$ cat config.mk
export PLATFORM = sky130hd
export DESIGN_NAME = sfp_array
export DESIGN_NICKNAME = d
export VERILOG_FILES = /design/src/rtl/sfp_array.sv
export SDC_FILE = /design/constraint.sdc
export NUM_CORES = 1
export LEC_CHECK = 0
export BUFFER_PORTS_ARGS = -buffer_cell sky130_fd_sc_hd__buf_4
export CELL_PAD_IN_SITES_DETAIL_PLACEMENT = 2
export CELL_PAD_IN_SITES_GLOBAL_PLACEMENT = 2
export CORE_AREA = 2 2 232 234
export CTS_CLUSTER_DIAMETER = 200
export DETAILED_ROUTE_END_ITERATION = 10
export DIE_AREA = 0 0 234 236
export GPL_TIMING_DRIVEN = 1
export PLACE_DENSITY_LB_ADDON = 0.3
export RECOVER_POWER = 100
export SETUP_SLACK_MARGIN = 0.02
export SYNTH_ARGS = -nofsm -noshare
export SYNTH_HDL_FRONTEND = slang
export SYNTH_SLANG_ARGS = --single-unit
$ cat constraint.sdc
create_clock -name clk -period 4 [get_ports clk]
set_input_delay 0.4 -clock clk [delete_from_list [all_inputs] [get_ports clk]]
set_output_delay 0.4 -clock clk [all_outputs]
set_load 0.01 [all_outputs]
$ cat src/rtl/sfp_array.sv
// Per-lane accumulate, then ReLU and threshold gating; SFP_SAT_EN selects saturating vs wrapping adds.
// Latency: result valid one edge after the batch-completing transfer; in_ready drops in POST/EMIT until the result retires.
// Backpressure: out holds in EMIT while out_ready is low.
module sfp_array #(
  parameter int bw     = 8,
  parameter int psum_bw = 16,
  parameter int col    = 8,
  parameter int cnt_bw = 4
) (
  input  logic                   clk,
  input  logic                   reset,
  input  logic [col*bw-1:0]      in,
  input  logic                   in_valid,
  output logic                   in_ready,
  input  logic [cnt_bw-1:0]      acc_len,
  input  logic [psum_bw-1:0]     thres,
  input  logic                   relu,
  output logic [col*psum_bw-1:0] out,
  output logic                   out_valid,
  input  logic                   out_ready,
  output logic                   busy
);

  typedef enum logic [1:0] {IDLE, ACC, POST, EMIT} state_t;

  localparam logic [cnt_bw-1:0] one = {{(cnt_bw-1){1'b0}}, 1'b1};

  state_t                          state, state_nxt;
  logic   [cnt_bw-1:0]             count, len, len_in, count_inc;
  logic   [col-1:0][psum_bw-1:0]   acc;

  function automatic logic [psum_bw-1:0] sext(input logic [bw-1:0] s);
    return {{(psum_bw-bw){s[bw-1]}}, s};
  endfunction

  function automatic logic [psum_bw-1:0] add(input logic [psum_bw-1:0] a,
                                             input logic [psum_bw-1:0] b);
`ifdef SFP_SAT_EN
    logic [psum_bw:0] s;
    s = {a[psum_bw-1], a} + {b[psum_bw-1], b};
    // Extra top bit disagrees with the sign bit only on overflow.
    if (s[psum_bw] != s[psum_bw-1])
      return s[psum_bw] ? {1'b1, {(psum_bw-1){1'b0}}} : {1'b0, {(psum_bw-1){1'b1}}};
    return s[psum_bw-1:0];
`else
    return a + b;
`endif
  endfunction

  function automatic logic [psum_bw-1:0] post(input logic [psum_bw-1:0] a,
                                              input logic             r,
                                              input logic [psum_bw-1:0] t);
    logic [psum_bw-1:0] v;
    v = a;
    if (r && v[psum_bw-1]) v = '0;
    if ($signed(v) < $signed(t)) v = '0;
    return v;
  endfunction

  assign len_in    = (acc_len == '0) ? one : acc_len;
  assign count_inc = count + one;

  always_ff @(posedge clk or negedge reset) begin
    if (!reset) state <= IDLE;
    else        state <= state_nxt;
  end

  always_comb begin
    state_nxt = state;
    in_ready  = 1'b0;
    out_valid = 1'b0;
    busy      = 1'b1;
    case (state)
      IDLE: begin
        in_ready = 1'b1;
        busy     = 1'b0;
        if (in_valid) state_nxt = (len_in == one) ? POST : ACC;
      end
      ACC: begin
        in_ready = 1'b1;
        if (in_valid && count_inc == len) state_nxt = POST;
      end
      POST: state_nxt = EMIT;
      EMIT: begin
        out_valid = 1'b1;
        if (out_ready) state_nxt = IDLE;
      end
      default: state_nxt = IDLE;
    endcase
  end

  always_ff @(posedge clk or negedge reset) begin
    if (!reset) begin
      count <= '0;
      len   <= '0;
      acc   <= '0;
      out   <= '0;
    end else begin
      case (state)
        IDLE: if (in_valid) begin
          count <= one;
          len   <= len_in;
          for (int k = 0; k < col; k++) acc[k] <= sext(in[k*bw +: bw]);
        end
        ACC: if (in_valid) begin
          count <= count_inc;
          for (int k = 0; k < col; k++) acc[k] <= add(acc[k], sext(in[k*bw +: bw]));
        end
        POST: for (int k = 0; k < col; k++) out[k*psum_bw +: psum_bw] <= post(acc[k], relu, thres);
        default: ;
      endcase
    end
  end

endmodule

### Word-level counts from Yosys, hierarchy flattened

Index checks and enable logic that the tools add are counted.

| cells by class | value |
|---|---|
| $add $sub $neg | 9 |
| $lt $le $gt $ge | 8 |
| equality and inequality tests | 9 |
| multiplexer cells | 39 |
| reductions and logical operators | 16 |

Operator list:

| operator | count |
|---|---|
| two-way mux 16 bit | 24 |
| two-way mux 128 bit | 2 |
| one-hot mux 128 bit (2 select lines) | 1 |
| adder 16 bit | 8 |
| less-than comparator 16 bit | 8 |
| two-way mux 4 bit | 3 |
| logical AND 1 bit | 9 |
| two-way mux 2 bit | 4 |
| != test 2 bit, second input constant | 4 |
| one-hot mux 2 bit (4 select lines) | 1 |
| one-hot mux 4 bit (2 select lines) | 1 |
| AND reduction 3 bit | 2 |
| adder 4 x 1 -> 4 bit, second input constant | 1 |
| equality test 2 bit, second input constant | 2 |
| equality test 4 x 1 -> 1 bit, second input constant | 1 |
| equality test 4 bit | 1 |
| logical NOT 4 bit | 1 |
| two-way mux 1 bit | 3 |
| equality test 2 x 1 -> 1 bit, second input constant | 1 |
| logical NOT 2 bit | 1 |
| AND reduction 2 bit | 1 |
| nonzero test 2 bit | 1 |
| OR reduction 2 bit | 1 |

| word-level totals | value |
|---|---|
| register bits after elaboration | 266 |

### Longest topological paths before layout

Gate-level depths: netlist of the first run.

| depth | value |
|---|---|
| depth in word-level cells | 6 |
| gate-level depth with buffers | 16 |

### Worst setup path before layout of the first run

Ideal clock, no wire load.

| timing | value |
|---|---|
| kind | input -> register |
| from | input port relu |
| to | register out[37] |
| setup time | 123 ps |
| arrival | 3192 ps |
| data required time | 3877 ps |
| setup slack | 685 ps |
| stages | 16 |
| buffers on the path | 5 |
| cells stage by stage | buf_4 clkbuf_1 clkbuf_1 buf_1 a21oi_1 ha_1 a21o_1 a21oi_1 nor2b_1 o21ai_0 nand2_1 a2111oi_0 o21ai_1 nand4_2 buf_2 o2bb2ai_1 |

| between the ends | value |
|---|---|
| cells in the longest elaborated chain, start to end | 5 |

RTL lines:

| item | RTL line | source |
|---|---|---|
| from (decl) | 17 | `input logic relu,` |
| logical AND 1 bit * | 55 | `if (r && v[psum_bw-1]) v = '0;` |
| two-way mux 16 bit * | 55 |  |
| two-way mux 16 bit * | 99 | `case (state)` |
| less-than comparator 16 bit | 56 | `if ($signed(v) < $signed(t)) v = '0;` |
| two-way mux 16 bit * | 56 |  |
| to (signal assigned) | 97 | `out <= '0;` |
| to (decl) | 18 | `output logic [col*psum_bw-1:0] out,` |

Every way passes the cells marked *; elsewhere a longest branch is shown, timed or not. The select of a mux whose other input is x is not followed.
A chain may end at the register's enable or synchronous reset.

### Worst setup path after layout of the first run

| timing | value |
|---|---|
| from | register state[1] |
| to | register acc[103] in the netlist's numbering |

| between the ends | value |
|---|---|
| cells in the longest elaborated chain, start to end | 3 |
| elaborated cells between the ends (all ways) | 7 |
| those cells by class | eq/ne: 3; mux: 1; reduce/logical: 3 |

RTL lines:

| item | RTL line | source |
|---|---|---|
| from (decl) | 28 | `state_t state, state_nxt;` |
| from (signal assigned) | 65 | `else state <= state_nxt;` |
| equality test 2 x 1 -> 1 bit / logical NOT 2 bit (equally long branches) | 99 |  |
| != test 2 bit (no source line) / nonzero test 2 bit (equally long branches) | n/a |  |
| AND reduction 3 bit (no source line) | n/a |  |
| to (signal assigned) | 96 | `acc <= '0;` |
| to (decl) | 30 | `logic [col-1:0][psum_bw-1:0] acc;` |

Several ways; a longest one is shown, not always the timed one.

==> flow_metrics.tcl, run 1 <==
set metrics [dict create \
    outcome "finished, violations left" \
    violations "capacitance limit, slew limit" \
    holdCritPathClass "input pin to flip-flop" \
    fp.dieW_um 234 \
    cts_resized 0 \
    layout_commonest_cell "dfrtp_1" \
    met1Wirelength_mm 31.8 \
    p_leak_uw 0.0106 \
    initial_utilization_pct 36.3 \
    grt.overflow.total 0 \
    grt_max_degree 130 \
    io_pins 220 \
    synth-edff-count 0 \
    setup_viol 0 \
    rsz0062_at_grt "false" \
    rows 85 \
    final_cell_mix "266 x dfrtp_1, 245 x ha_1, 236 x a21oi_1, 176 x o21ai_0, 137 x clkbuf_1" \
    seq_area_frac_synth_pct 34.5 \
    coreArea_um2 53100 \
    clock-sinks 266 \
    synth.avg_cell_area_um2 9.19 \
    place_area_um2 21700 \
    finalHoldViolCount 0 \
    wl_met2_mm 35.3 \
    path_clk_slew_ns 0.06 \
    ctsHtreeMaxLevel 2 \
    synth_top_family_by_area "compound AO/OA/AOI/OAI gates" \
    grt_pass1_wl_mm 113 \
    final_cells 3014 \
    synth_warnings 0 \
    place_inst 2951 \
    setup_tns_ns 0 \
    cp-start-kind "flip-flop" \
    seq_area_um2 6660 \
    antenna_left 0 \
    worstMarginPinSlew_ns 3.44 \
    netlist.area_leader.share_pct 34.5 \
    vias_per_cell 5.76 \
    layout.nets 2636 \
    holdBufCountCts 0 \
    synth_xor_area_share_pct 4.68 \
    clockBufferDepth 3 \
    worstSkewPairLatency_ns 0.56 \
    floorplan.die_area_um2 55200 \
    fmax_ghz 0.282 \
    min_period_over_period_pct 88.6 \
    io_buffers 219 \
    skew_ns 0.0135 \
    synth.distinct_cells 81 \
    final_cell_area_um2 22400 \
    crit_required_ns 4.41 \
    n_fill_cell 5800 \
    synth_compound_area_share_pct 26.0 \
    r2r_setup_slack_ns 0.45 \
    post-synth-top-area-cell "dfrtp_1" \
    min_period_ns 3.55 \
    vias 17400 \
    insertedDiodeCount 0 \
    multi_input_area_um2 11800 \
    muxShareOfSynthArea_pct 2.10 \
    post_synth_and_or_nand_nor_area_fraction_pct 11.5 \
    crit_type "flip-flop to flip-flop" \
    wl_met3_mm 2.69 \
    cts_tree "built" \
    cellPowerDensity_nw_per_um2 834 \
    antenna_found_initial 3 \
    place_congestion 0.867 \
    synthCells 2097 \
    drt_iter0_markers 702 \
    cp-end-kind "flip-flop" \
    area_delta_synth_final_pct 16.1 \
    vdd.ir_drop.worst_mv 0.312 \
    maxCapViolCount 1 \
    drc_errors 0 \
    die_h_um 236 \
    synthAdderAreaFrac_pct 16.8 \
    grt_pass1_vias 19500 \
    synthTopCellsByArea "dfrtp_1 35%, ha_1 16%, a21oi_1 6.1%, o21ai_0 4.3%, o2bb2ai_1 2.8%" \
    setup_slack_ns 0.455 \
    async_flop_share_pct 100 \
    pre_cts_ws_ns 0.439 \
    postCtsSetupBuffers 0 \
    wl_per_cell_um 23.9 \
    layout-drive-gt1-share_pct 9.58 \
    cts_made_buffers 36 \
    track_usage_pct 26.2 \
    max-slew-margin-rel_pct -130 \
    netlist_area_um2 19300 \
    cp_max_fo 120 \
    top_layer "met5" \
    yosys_register_bits 266 \
    syn_nets 2440 \
    crit_arrival_ns 3.95 \
    hpwl_mm 51.6 \
    drt-total-wl_mm 72.1 \
    cts_root_buf "clkbuf_16" \
    synthFlopType "dfrtp_1" \
    slew_viol_final 128 \
    drtPass1Iterations 4 \
]
-- metrics by stage --
| stage | hold WS [ns] | total power [uW] | utilization, % |
|---|---|---|---|
| finish | 0.0825 | 18700 | 42.1 |
| global route | 0.0729 | 20200 | 42.1 |
| CTS | 0.0505 | 19200 | 43.2 |
| detailed placement | 0.482 | 15500 | 40.9 |
| global placement | 0.475 | 14700 | 40.9 |
| floorplan | 0.104 | 11900 | - |
-- synthesized netlist by cell type, types with 11 or more instances --
cell         n
nand2_1    134
a21o_1      62
nor3_1      41
nand3_1     32
ha_1       246
a22o_1      60
nand2b_1    17
a31oi_1     15
dfrtp_1    266
o21bai_1    11
xor2_1      53
o21ai_1     15
nand4_1     11
o2bb2ai_1   62
o21ai_0    166
clkbuf_1    72
mux2i_1     37
o21a_1      24
and2_1      61
inv_1      128
a21oi_1    235
nor2b_1     15
a211oi_1    20
nor2_1     103
xnor2_1     50
-- kinds of logic (layout without fill, tap and decap cells) --
group / count (synthesis) / after routing
AOI/OAI and AO/OA: 764 / 764
buffers and inverters: 217 / 438
muxes: 40 / 40
and+or+nand+nor: 453 / 453
DFF: 266 / 266
xor gates and xnor gates: 103 / 103
adders and majority gates: 254 / 254
-- routing by layer --
layer	vias up	GRT usage, %
li1	8033	-
met1	8885	33.7
met2	310	44.4
met3	131	4.05
met4	4	8.65
met5	-	0
-- state kept, by name, indices dropped and copies added, names as in the netlist --
register / count
state: 2
len: 4
out: 128
acc: 128
count: 4
-- layout make-up --
type / count / share of cell area (%)
inverters: 130 / 2.19
multi-input cells: 1614 / 52.6
clock buffers: 48 / 4.59
flip-flops and latches: 266 / 29.8
repair buffers: 245 / 6.11
clock inverters: 15 / 0.850
well taps: 696 / 3.89
-- where the power goes --
group / switching [uW] / internal, uW
registers: 1240 / 3770
clock network: 1350 / 2060
logic: 6110 / 4120
total: 8700 / 9960
-- final timing paths --
| kind | from | to | depth (start not counted) |
|---|---|---|---|
| setup reg to reg | state[1] | acc[103] | 8 |
| min in group asynchronous | reset | acc[35] | 1 |
| max in group asynchronous | reset | acc[119] | 2 |
| hold reg to reg | out[71] | out[71] | 1 |
| setup / recovery | state[1] | acc[103] | 8 |
| hold / removal | acc_len[1] | len[1] | 2 |
-- worst max-delay path: stages, from the launching register on --
cell and delay [ns]:
dfrtp_1 0.41, inv_1 0.13, ha_2 1.04, inv_1 0.16
nand2_1 0.19, nand2_4 0.40, buf_12 0.40, a21oi_1 0.30
o21ai_0 0.14
(Power assumes the default switching activity.)
==> run 2, diff against run 1 <==
--- a/config.mk
+++ b/config.mk
@@ -5,13 +5,13 @@
 export SDC_FILE = /design/constraint.sdc
 export NUM_CORES = 1
 export LEC_CHECK = 0
+export ABC_AREA = 1
 export BUFFER_PORTS_ARGS = -buffer_cell sky130_fd_sc_hd__buf_4
 export CELL_PAD_IN_SITES_DETAIL_PLACEMENT = 2
 export CELL_PAD_IN_SITES_GLOBAL_PLACEMENT = 2
-export CORE_AREA = 2 2 232 234
-export CTS_CLUSTER_DIAMETER = 200
+export CORE_AREA = 2 2 254 256
 export DETAILED_ROUTE_END_ITERATION = 10
-export DIE_AREA = 0 0 234 236
+export DIE_AREA = 0 0 256 258
 export GPL_TIMING_DRIVEN = 1
 export PLACE_DENSITY_LB_ADDON = 0.3
 export RECOVER_POWER = 100
==> flow_metrics.tcl, run 2 <==
set metrics [dict create \
    outcome "finished, violations left" \
    violations "capacitance limit, slew limit" \
    place_congestion 0.880 \
    grt_pass1_vias 25000 \
    setup_viol 0 \
    reg_top3 "acc x128, out x128" \
    hpwl_mm 65.0 \
    synth.distinct_cells 38 \
    p_leak_uw 0.0128 \
    post-synth-top-area-cell "dfrtp_1" \
    vias_per_cell 5.40 \
    coreArea_um2 63600 \
    multi_input_area_um2 13000 \
    ys_top_cells_by_count "851 x nand2_1, 317 x nor2_1, 300 x inv_1" \
    cellPowerDensity_nw_per_um2 860 \
    grt_pass1_wl_mm 142 \
    rr_endpoint "acc[87]" \
    initial_utilization_pct 33.5 \
    cp-start-kind "flip-flop" \
    crit_required_ns 4.46 \
    crit_arrival_ns 3.99 \
    floorplan.die_area_um2 66000 \
    final_cell_mix "855 x nand2_1, 315 x nor2_1, 306 x inv_1, 266 x dfrtp_1, 245 x ha_1" \
    swShare_pct 50.9 \
    antenna_left 0 \
    path_clk_slew_ns 0.06 \
    wl_per_cell_um 21.7 \
    drc_errors 0 \
    holdCritPathClass "input pin to flip-flop" \
    track_usage_pct 26.9 \
    setup_tns_ns 0 \
    whs_path_depth 3 \
    synthTopCellsByArea "dfrtp_1 31%, nand2_1 15%, ha_1 14%, nor2_1 5.6%, nand3_1 5.3%" \
    clockPowerShare_pct 18.1 \
    layout.nets 3583 \
    clockBufferDepth 3 \
    antenna_found_initial 3 \
    p_int_uw 10400 \
    rows 93 \
    min_from "in[42]" \
    power.switching_uw 10800 \
    async_flop_share_pct 100 \
    seq_area_frac_synth_pct 31.2 \
    maxCapViolCount 3 \
    synthCells 3065 \
    critPathTopFamily "buffers and inverters" \
    synth_warnings 0 \
    finalPower_uw 21200 \
    crit_type "flip-flop to flip-flop" \
    area_delta_synth_final_pct 15.7 \
    synthFlopType "dfrtp_1" \
    netlist_area_um2 21300 \
    worstMarginPinSlew_ns 2.74 \
    crit_slowest_cell "clkbuf_2" \
    reg2reg_depth 7 \
    vias 22200 \
    io_pins 220 \
    r2r_setup_slack_ns 0.47 \
    p_seq_share_pct 22.9 \
    n_fill_cell 7784 \
    cts_root_buf "clkbuf_16" \
    slowest_delay_ns 1.02 \
    cp_max_fo 37 \
    drt-total-wl_mm 89.3 \
    slew_viol_final 278 \
    vdd.ir_drop.worst_mv 0.356 \
    grt.overflow.total 0 \
    cts_resized 0 \
    netlist.area_leader.share_pct 31.2 \
    synth-edff-count 0 \
    fin_util_pct 38.7 \
    cp_num_buf_inv 3 \
    syn_nets 3408 \
    postCtsSetupBuffers 0 \
    synth_most_common_cell "nand2_1" \
    layout-drive-gt1-share_pct 5.88 \
    drt_iter0_markers 831 \
    skew_ns 0.0232 \
    synth.avg_cell_area_um2 6.95 \
    holdPathEnd "acc[82]" \
    io_buffers 219 \
    cts_made_buffers 38 \
    die_h_um 258 \
    holdBufCountCts 1 \
    yosys_register_bits 266 \
    max-slew-margin-rel_pct -82.9 \
    crit_top_cell "inv_1" \
    combPwrFrac_pct 59.0 \
    min_period_over_period_pct 88.3 \
    cp-end-kind "flip-flop" \
    drtPass1Iterations 5 \
    min_period_ns 3.53 \
    fmax_ghz 0.283 \
    path_cells "inv_1, ha_4, inv_1, nor2_4, clkbuf_2, nand2_1, o21ai_0" \
    rsz0062_at_grt "false" \
    clock-sinks 266 \
    worstSkewPairLatency_ns 0.57 \
    seq_area_um2 6660 \
    finalHoldViolCount 0 \
    ctsHtreeMaxLevel 2 \
    layout_commonest_cell "nand2_1" \
    grt_max_degree 130 \
    cts_tree "built" \
    fp.dieW_um 256 \
    r2r_start "state[1]" \
]
-- run 2: how the worst max path moves through the flow --
stage                  start      end  depth (start not counted)
floorplan               relu  out[24]                         15
global placement        relu  out[96]                         13
detailed placement      relu  out[33]                         13
CTS                  acc[95]  out[81]                         12
global route        state[1]  acc[87]                          7
finish              state[1]  acc[87]                          7
-- run 2: cell families (layout without fill, tap and decap cells) --
logic type / Yosys count / after routing / share of synthesized area, %
other cells: 0 / 1 / 0
compound gates: 483 / 483 / 12.5
buf+inv: 415 / 616 / 7.72
xor+xnor: 61 / 61 / 2.51
flops: 266 / 266 / 31.2
fa+ha+maj: 254 / 254 / 15.2
simple gates: 1586 / 1586 / 30.8
-- run 2: worst register-to-register path: stages (launching register included) --
cell      delay (ns)
dfrtp_1         0.41
inv_1           0.16
ha_4            0.51
inv_1           0.67
nor2_4          0.28
clkbuf_2        1.02
nand2_1         0.17
o21ai_0         0.22
-- run 2: per-layer routing --
layer | wire (um) | track usage, %
met1 | 40000 | 33.7
met2 | 44000 | 48.4
met3 | 2770 | 3.33
met4 | 2550 | 8.15
met5 | 16 | 0
-- run 2: power groups by stage --
stage / clock [uW] / sequential (uW) / combinational [uW]
5_1_grt: 4030 / 5000 / 14100
6_report: 3850 / 4850 / 12500
3_3_place_gp: 0 / 4820 / 11900
2_1_floorplan: 0 / 4790 / 8390
4_1_cts: 3930 / 4870 / 13000
3_5_place_dp: 0 / 4890 / 12800
-- run 2: per-stage QoR --
step	instances	worst slack [ns]	cell area, um2	hold WS, ns
after floorplan	3065	1.61	21300	0.104
after global placement	4054	0.822	23800	0.471
after detailed placement	4054	0.665	23800	0.468
after CTS	4121	0.980	25200	0.0883
after global routing	4122	0.328	24600	0.109
final	4122	0.468	24600	0.106
-- run 2: cell type report --
class | instances | area share [%]
Inverter | 310 | 4.75
Antenna cell | 1 | 0.0102
Multi-Input combinational cell | 2384 | 52.8
Sequential cell | 266 | 27.0
Tap cell | 855 | 4.34
Timing Repair Buffer | 240 | 5.50
Clock inverter | 13 | 1.01
Clock buffer | 53 | 4.62
